$ cat config.mk
export PLATFORM = sky130hd
export DESIGN_NAME = rpm_uart_tx
export DESIGN_NICKNAME = d
export VERILOG_FILES = /design/src/rtl/rpm_pkg.sv /design/src/rtl/baud_tick_gen.sv /design/src/rtl/rpm_uart_tx.sv
export SDC_FILE = /design/constraint.sdc
export NUM_CORES = 1
export LEC_CHECK = 0
export ABC_AREA = 1
export ABC_CLOCK_PERIOD_IN_PS = 5410
export CAP_MARGIN = 20
export CORE_MARGIN = 2
export CORE_UTILIZATION = 30
export CTS_CLUSTER_SIZE = 10
export DETAILED_ROUTE_END_ITERATION = 10
export HOLD_SLACK_MARGIN = 0.1
export PLACE_DENSITY_LB_ADDON = 0.15
export SLEW_MARGIN = 20
export SYNTH_ARGS = -nofsm -noshare
export SYNTH_HDL_FRONTEND = slang
export SYNTH_HIERARCHICAL = 1
export SYNTH_SLANG_ARGS = --single-unit
$ cat constraint.sdc
create_clock -name clk_50 -period 5.41 [get_ports clk_50]
set_clock_uncertainty 0.15 [all_clocks]
set_input_delay 1.623 -clock clk_50 [delete_from_list [all_inputs] [get_ports clk_50]]
set_output_delay 1.623 -clock clk_50 [all_outputs]
set_load 0.01 [all_outputs]
$ cat src/rtl/rpm_pkg.sv
// rpm_pkg: shared UART framing types, ASCII constants and frame byte selection
package rpm_pkg;
  typedef enum logic [1:0] {IDLE, START, DATA, STOP} tx_state_t;
  localparam logic [7:0] ASCII_CR = 8'h0D;
  localparam logic [7:0] ASCII_LF = 8'h0A;
  localparam logic [39:0] ASCII_ZERO5 = 40'h3030303030;
  localparam int FRAME_BYTES = 7;
  function automatic logic [7:0] frame_byte(input logic [39:0] s, input logic [2:0] i);
    return 8'({s, ASCII_CR, ASCII_LF} >> {3'd6 - i, 3'b000});
  endfunction
endpackage

$ cat src/rtl/baud_tick_gen.sv
// baud_tick_gen: fractional baud generator, tick is the carry of a 16-bit phase accumulator
module baud_tick_gen #(
  parameter int unsigned INC = 151
) (
  input  logic clk_50,
  input  logic RST_n,
  input  logic clr,
  output logic tick
);
  logic [15:0] acc;
  logic [16:0] sum;
  always_comb begin
    sum = {1'b0, acc} + 17'(INC);
    tick = sum[16] & ~clr;
  end
  always_ff @(posedge clk_50 or negedge RST_n)
    if (!RST_n) acc <= '0;
    else acc <= clr ? 16'd0 : sum[15:0];
endmodule

$ cat src/rtl/rpm_uart_tx.sv
// rpm_uart_tx: sends the 5-digit ASCII RPM word plus CR LF as 8N1 on change or periodic refresh
module rpm_uart_tx import rpm_pkg::*; #(
  parameter int unsigned CLK_HZ = 50_000_000,
  parameter int unsigned BAUD_INC = 151,
  parameter int unsigned REFRESH_CYC = 25_000_000
) (
  input  logic        clk_50,
  input  logic        RST_n,
  input  logic [39:0] DIGITS,
  output logic        TX,
  output logic        TX_BUSY,
  output logic        FRAME_DONE
);
  if (BAUD_INC == 0 || BAUD_INC > 65535 || CLK_HZ == 0) begin : g_bad_param
    $error("rpm_uart_tx: BAUD_INC must be 1..65535 and CLK_HZ nonzero");
  end
  tx_state_t state, state_nxt;
  logic [39:0] dig_q, last_sent, snap;
  logic [31:0] ref_cnt, ref_nxt;
  logic [2:0] bit_idx, byte_idx;
  logic [7:0] cur_byte;
  logic dig_v, ref_pend, ref_hit, launch, tick, baud_clr, last_bit, last_byte, done_q;
  baud_tick_gen #(.INC(BAUD_INC)) u_baud (
    .clk_50(clk_50),
    .RST_n(RST_n),
    .clr(baud_clr),
    .tick(tick)
  );
  // dig_v keeps the zero reset value of dig_q from looking like a change
  always_comb begin
    baud_clr = state == IDLE;
    launch = state == IDLE && dig_v && (dig_q != last_sent || ref_pend);
    ref_nxt = (REFRESH_CYC != 0 && ref_cnt < REFRESH_CYC - 1) ? ref_cnt + 32'd1 : ref_cnt;
    ref_hit = REFRESH_CYC != 0 && ref_nxt == REFRESH_CYC - 1;
    last_bit = bit_idx == 3'd7;
    last_byte = byte_idx == 3'(FRAME_BYTES - 1);
    cur_byte = frame_byte(snap, byte_idx);
  end
  always_ff @(posedge clk_50 or negedge RST_n)
    if (!RST_n) begin
      dig_q <= '0;
      dig_v <= 1'b0;
      snap <= '0;
      last_sent <= ASCII_ZERO5;
      ref_cnt <= '0;
      ref_pend <= 1'b0;
    end else begin
      dig_q <= DIGITS;
      dig_v <= 1'b1;
      ref_cnt <= launch ? 32'd0 : ref_nxt;
      ref_pend <= !launch && (ref_pend || ref_hit);
      if (launch) begin
        snap <= dig_q;
        last_sent <= dig_q;
      end
    end
  always_ff @(posedge clk_50 or negedge RST_n)
    if (!RST_n) state <= IDLE;
    else state <= state_nxt;
  always_comb
    state_nxt = launch ? START :
                !tick ? state :
                state == START ? DATA :
                state == DATA ? (last_bit ? STOP : DATA) :
                state == STOP ? (last_byte ? IDLE : START) : state;
  always_ff @(posedge clk_50 or negedge RST_n)
    if (!RST_n) begin
      bit_idx <= '0;
      byte_idx <= '0;
      done_q <= 1'b0;
    end else begin
      done_q <= state == STOP && tick && last_byte;
      byte_idx <= launch ? 3'd0 : (state == STOP && tick && !last_byte) ? byte_idx + 3'd1 : byte_idx;
      bit_idx <= state == START ? 3'd0 : (state == DATA && tick && !last_bit) ? bit_idx + 3'd1 : bit_idx;
    end
  always_comb begin
    TX = state == START ? 1'b0 : state == DATA ? cur_byte[bit_idx] : 1'b1;
    TX_BUSY = state != IDLE;
    FRAME_DONE = done_q;
  end
endmodule

==> reports/results.md <==
| Stage | Item | This run |
|:---|:---|:---|
| worst setup path | WS Path Type | reg -> out |
| cts | Cell at the root of the clock tree | sky130_fd_sc_hd__clkbuf_16 |
| place | Weighted congestion at the end of routability-driven global placement | 0.791 |
| route | Total via count after detailed routing | 5878 |
| die | Number of rows in the core area | 57 |
| power | Sequential Power Share | 0.440 |
| cts | TritonCTS buffer count | 17 |
| hold path | Cell count of the worst hold path | 1 |
| logic synthesis | Instance count of the mapped netlist | 937 |
| cells and area | Commonest non-fill, non-tap cells in the layout | sky130_fd_sc_hd__nand2_1 (271), sky130_fd_sc_hd__dfrtp_1 (139), sky130_fd_sc_hd__inv_1 (116) |
| power | Max IR drop VDD | 0.179 mV |
| grt | Total GRT Usage | 0.138 |
| logic synthesis | Post-synthesis sequential element count | 149 |
| logic synthesis | Syn Area/Cell | 7.99 um^2 |
| worst setup path | Worst Path Arrival | 3280 ps |
| timing | Setup repair after global routing missed its margin | false |
| power | Part of the total power dissipated in the clock network | 0.327 |
| worst setup path | Depth of the worst register-to-register path | 16 |
| die | Die span in y | 162 um |
| grt | Pin count of the biggest net entering global routing | 99 |
| grt | Global-route congestion overflow total | 0 |
| timing | Final setup fails | 0 |
| timing | Tightest hold margin | 267 ps |
| worst setup path | Reg2Reg Setup Slack | 2500 ps |
| power | Sw Ratio | 0.342 |
| cts | Latest clock arrival within the worst-skew pair | 430 ps |
| cells and area | Number of antenna diodes | 0 |
| cells and area | Combined flip-flop and latch cell area | 3740 um^2 |
| route | Average via count per standard cell | 4.46 |
| cells and area | Share of cells above drive strength 1 | 0.0824 |
| timing | Fmax | 0.198 GHz |
| cts | Htree depth | 4 |
| place | Buffers on Ports | 44 |
| route | Detail-routed net length per standard cell | 12.9 um |
| hold path | Path category of the worst min-delay check | reg -> reg |
| run status | Status | complete, no violations |
| cells and area | Most common library cell in the layout ignoring fill and taps | sky130_fd_sc_hd__nand2_1 |
| cts | Clock buffer depth | 2 |
| logic synthesis | Synth warnings | 6 |
| cells and area | Utilization after layout | 0.363 |
| cts | TritonCTS clock tree | yes |
| grt | Antenna violations before repair | 0 |
| worst setup path | CP Data Required Time | 3640 ps |
| worst setup path | Crit. End Element | output pin |
| power | Power share of the combinational group | 0.233 |
| power | Net switching component of the power | 1.29 mW |
| route | DRT Pass-1 Iters | 5 |
| timing | Aggregate negative setup slack | 0 ps |
| cells and area | Number of nets at the end of the flow | 1035 |
| timing | Transition at the pin with the smallest max-transition slack | 925 ps |
| run | Max-cap check violation count | 0 |
| power | P_int | 2.47 mW |
| timing | Ratio of final minimum period to clock period | 0.934 |
| route | Number of violations reported at the end of detailed-routing iteration 0 | 249 |
| timing | Max Transition Viols Final | 0 |
| place | Pre-CTS setup slack | 768 ps |
| worst setup path | Launching element type of the critical path | flop |
| cells and area | Area of combinational cells with multiple inputs | 3150 um^2 |
| logic synthesis | Number of unique standard cell types used by synthesis | 42 |
| power | Cell area power density | 425 nW/um^2 |
| cts | Number of sinks driven by the clock tree | 149 |
| route | Residual antenna-violating net count after detailed routing | 0 |
| route | DRC violations left | 0 |
| grt | Number of global-route vias before repair | 5637 |
| cts | CTS Hold Bufs | 0 |
| route | Post-detailed-routing wire length | 17.1 mm |
| die | Horizontal die dimension | 162 um |
| worst setup path | CP max FO | 16 |
| place | Final HPWL DP | 12.1 mm |
| timing | Post-route setup slack | 357 ps |
| power | P_leak | 4.21 nW |
| die | Area of the die | 26200 um^2 |
| die | Effective utilization at floorplan | 0.307 |
| power | Pwr Total | 3.76 mW |
| logic synthesis | Nets in the synthesized netlist | 990 |
| die | Count of boundary I/O pins | 45 |
| cts | Number of instances resized during post-cts repair | 0 |
| cts | Clock-pin slew reported for the worst setup and hold paths after clock tree synthesis | 70 ps |
| timing | Final-report hold violation count | 0 |
| timing | Min Tclk post-route | 5050 ps |
| cells and area | Final-layout fill cell count | 2587 |
| logic synthesis | Syn Std Cell Area | 7490 um^2 |
| grt | First-pass GRT wire length | 28.9 mm |
| timing | Max-slew headroom | 0.383 |
| cts | Post-CTS Setup Inserts | 0 |
| logic synthesis | Proportion of synthesized chip area in sequential cells | 0.500 |
| cells and area | Area growth from synthesis to final layout | 18.2% |
| die | Core outline area | 24400 um^2 |
==> state kept, by name, summed over array words and instances (netlist names) <==
signal,cells
dig_v,1
u_baud/acc,16
ref_cnt,32
snap,10
bit_idx,3
FRAME_DONE,1
dig_q,40
ref_pend,1
state,2
byte_idx,3
last_sent,40
==> stage by stage <==
step | area [um^2] | cells
after detailed placement | 8230 | 1287
after global placement | 8230 | 1287
final | 8850 | 1319
after floorplan | 7490 | 937
after global routing | 8850 | 1319
after CTS | 8850 | 1319
==> layout make-up <==
class                           instances  area share
Clock inverter                         14      0.0216
Inverter                              120      0.0509
Multi-Input combinational cell        645       0.355
Clock buffer                           18      0.0485
Timing Repair Buffer                   49      0.0555
Tap cell                              324      0.0458
Sequential cell                       149       0.422
==> per-layer routing <==
metal,vias up,global-route usage,share of wire
met3,15,0.0268,0.026
met5,-,0,0
met2,75,0.223,0.47
met1,2725,0.189,0.49
li1,3063,-,-
met4,0,0.0430,0.014
==> power groups by stage <==
stage                     Sequential [mW]  Combinational, mW  Clock [mW]
after global routing                 1.70               1.02        1.33
final                                1.66              0.875        1.23
after floorplan                      1.59              0.683           0
after detailed placement             1.68              0.887           0
after global placement               1.68              0.876           0
after CTS                            1.66              0.889        1.27
==> synthesized netlist by cell type (all sizes together) <==
cell     count  area, um^2
ha          11         138
o311ai       1        8.76
nor3b        1        12.5
or2          6        37.5
conb         1        3.75
buf         11         109
nand3b       5        37.5
nand2      278        1060
nor2       114         465
a21oi       21         105
inv        119         447
nand3       62         355
clkinv       1        3.75
o21bai       1        7.51
nand4       16         100
o2111ai      2        17.5
xor2        17         149
o21ai       60         300
dfrtp      139        3480
o2bb2ai      1        8.76
a211oi       4        30.0
nor4         3        18.8
a221oi       1        8.76
xnor2       11        96.3
o211ai       7        52.6
a22oi        1        7.51
o22ai       10        62.6
a31oi        1        6.26
clkbuf      12        45.0
dfstp       10         263
nor3        10        55.1
==> worst max-delay path, cell delays in order (launching register included) <==
cell and delay (ps):
sky130_fd_sc_hd__dfrtp_1 320, sky130_fd_sc_hd__buf_4 190, sky130_fd_sc_hd__inv_1 120, sky130_fd_sc_hd__ha_1 330, sky130_fd_sc_hd__inv_1 100, sky130_fd_sc_hd__nor2_1 350
sky130_fd_sc_hd__inv_1 170, sky130_fd_sc_hd__o21ai_0 190, sky130_fd_sc_hd__o211ai_1 110, sky130_fd_sc_hd__o21ai_0 90, sky130_fd_sc_hd__o211ai_1 110, sky130_fd_sc_hd__nand2_1 70
sky130_fd_sc_hd__o21ai_0 70, sky130_fd_sc_hd__inv_1 110, sky130_fd_sc_hd__clkdlybuf4s50_1 550
==> cell families (layout without fill, tap and decap cells) <==
| logic type | after synthesis | in the layout | share of synthesized area |
|---|---|---|---|
| AOI/OAI and AO/OA | 110 | 110 | 0.0822 |
| xor gates and xnor gates | 28 | 28 | 0.0327 |
| buffers and inverters | 143 | 201 | 0.0807 |
| DFF | 149 | 149 | 0.500 |
| other | 1 | 1 | 0.000501 |
| and+or+nand+nor | 495 | 495 | 0.286 |
| adders and majority gates | 11 | 11 | 0.0184 |
==> final timing paths <==
| path | to | from |
|---|---|---|
| setup / recovery | TX | byte_idx[0] |
| hold / removal | u_baud/acc[0] | u_baud/acc[0] |
| setup reg to reg | ref_pend | ref_cnt[0] |
| hold reg to reg | u_baud/acc[0] | u_baud/acc[0] |
| max in group asynchronous | last_sent[12] | RST_n |
| min in group asynchronous | ref_cnt[27] | RST_n |
(Power assumes the default switching activity.)
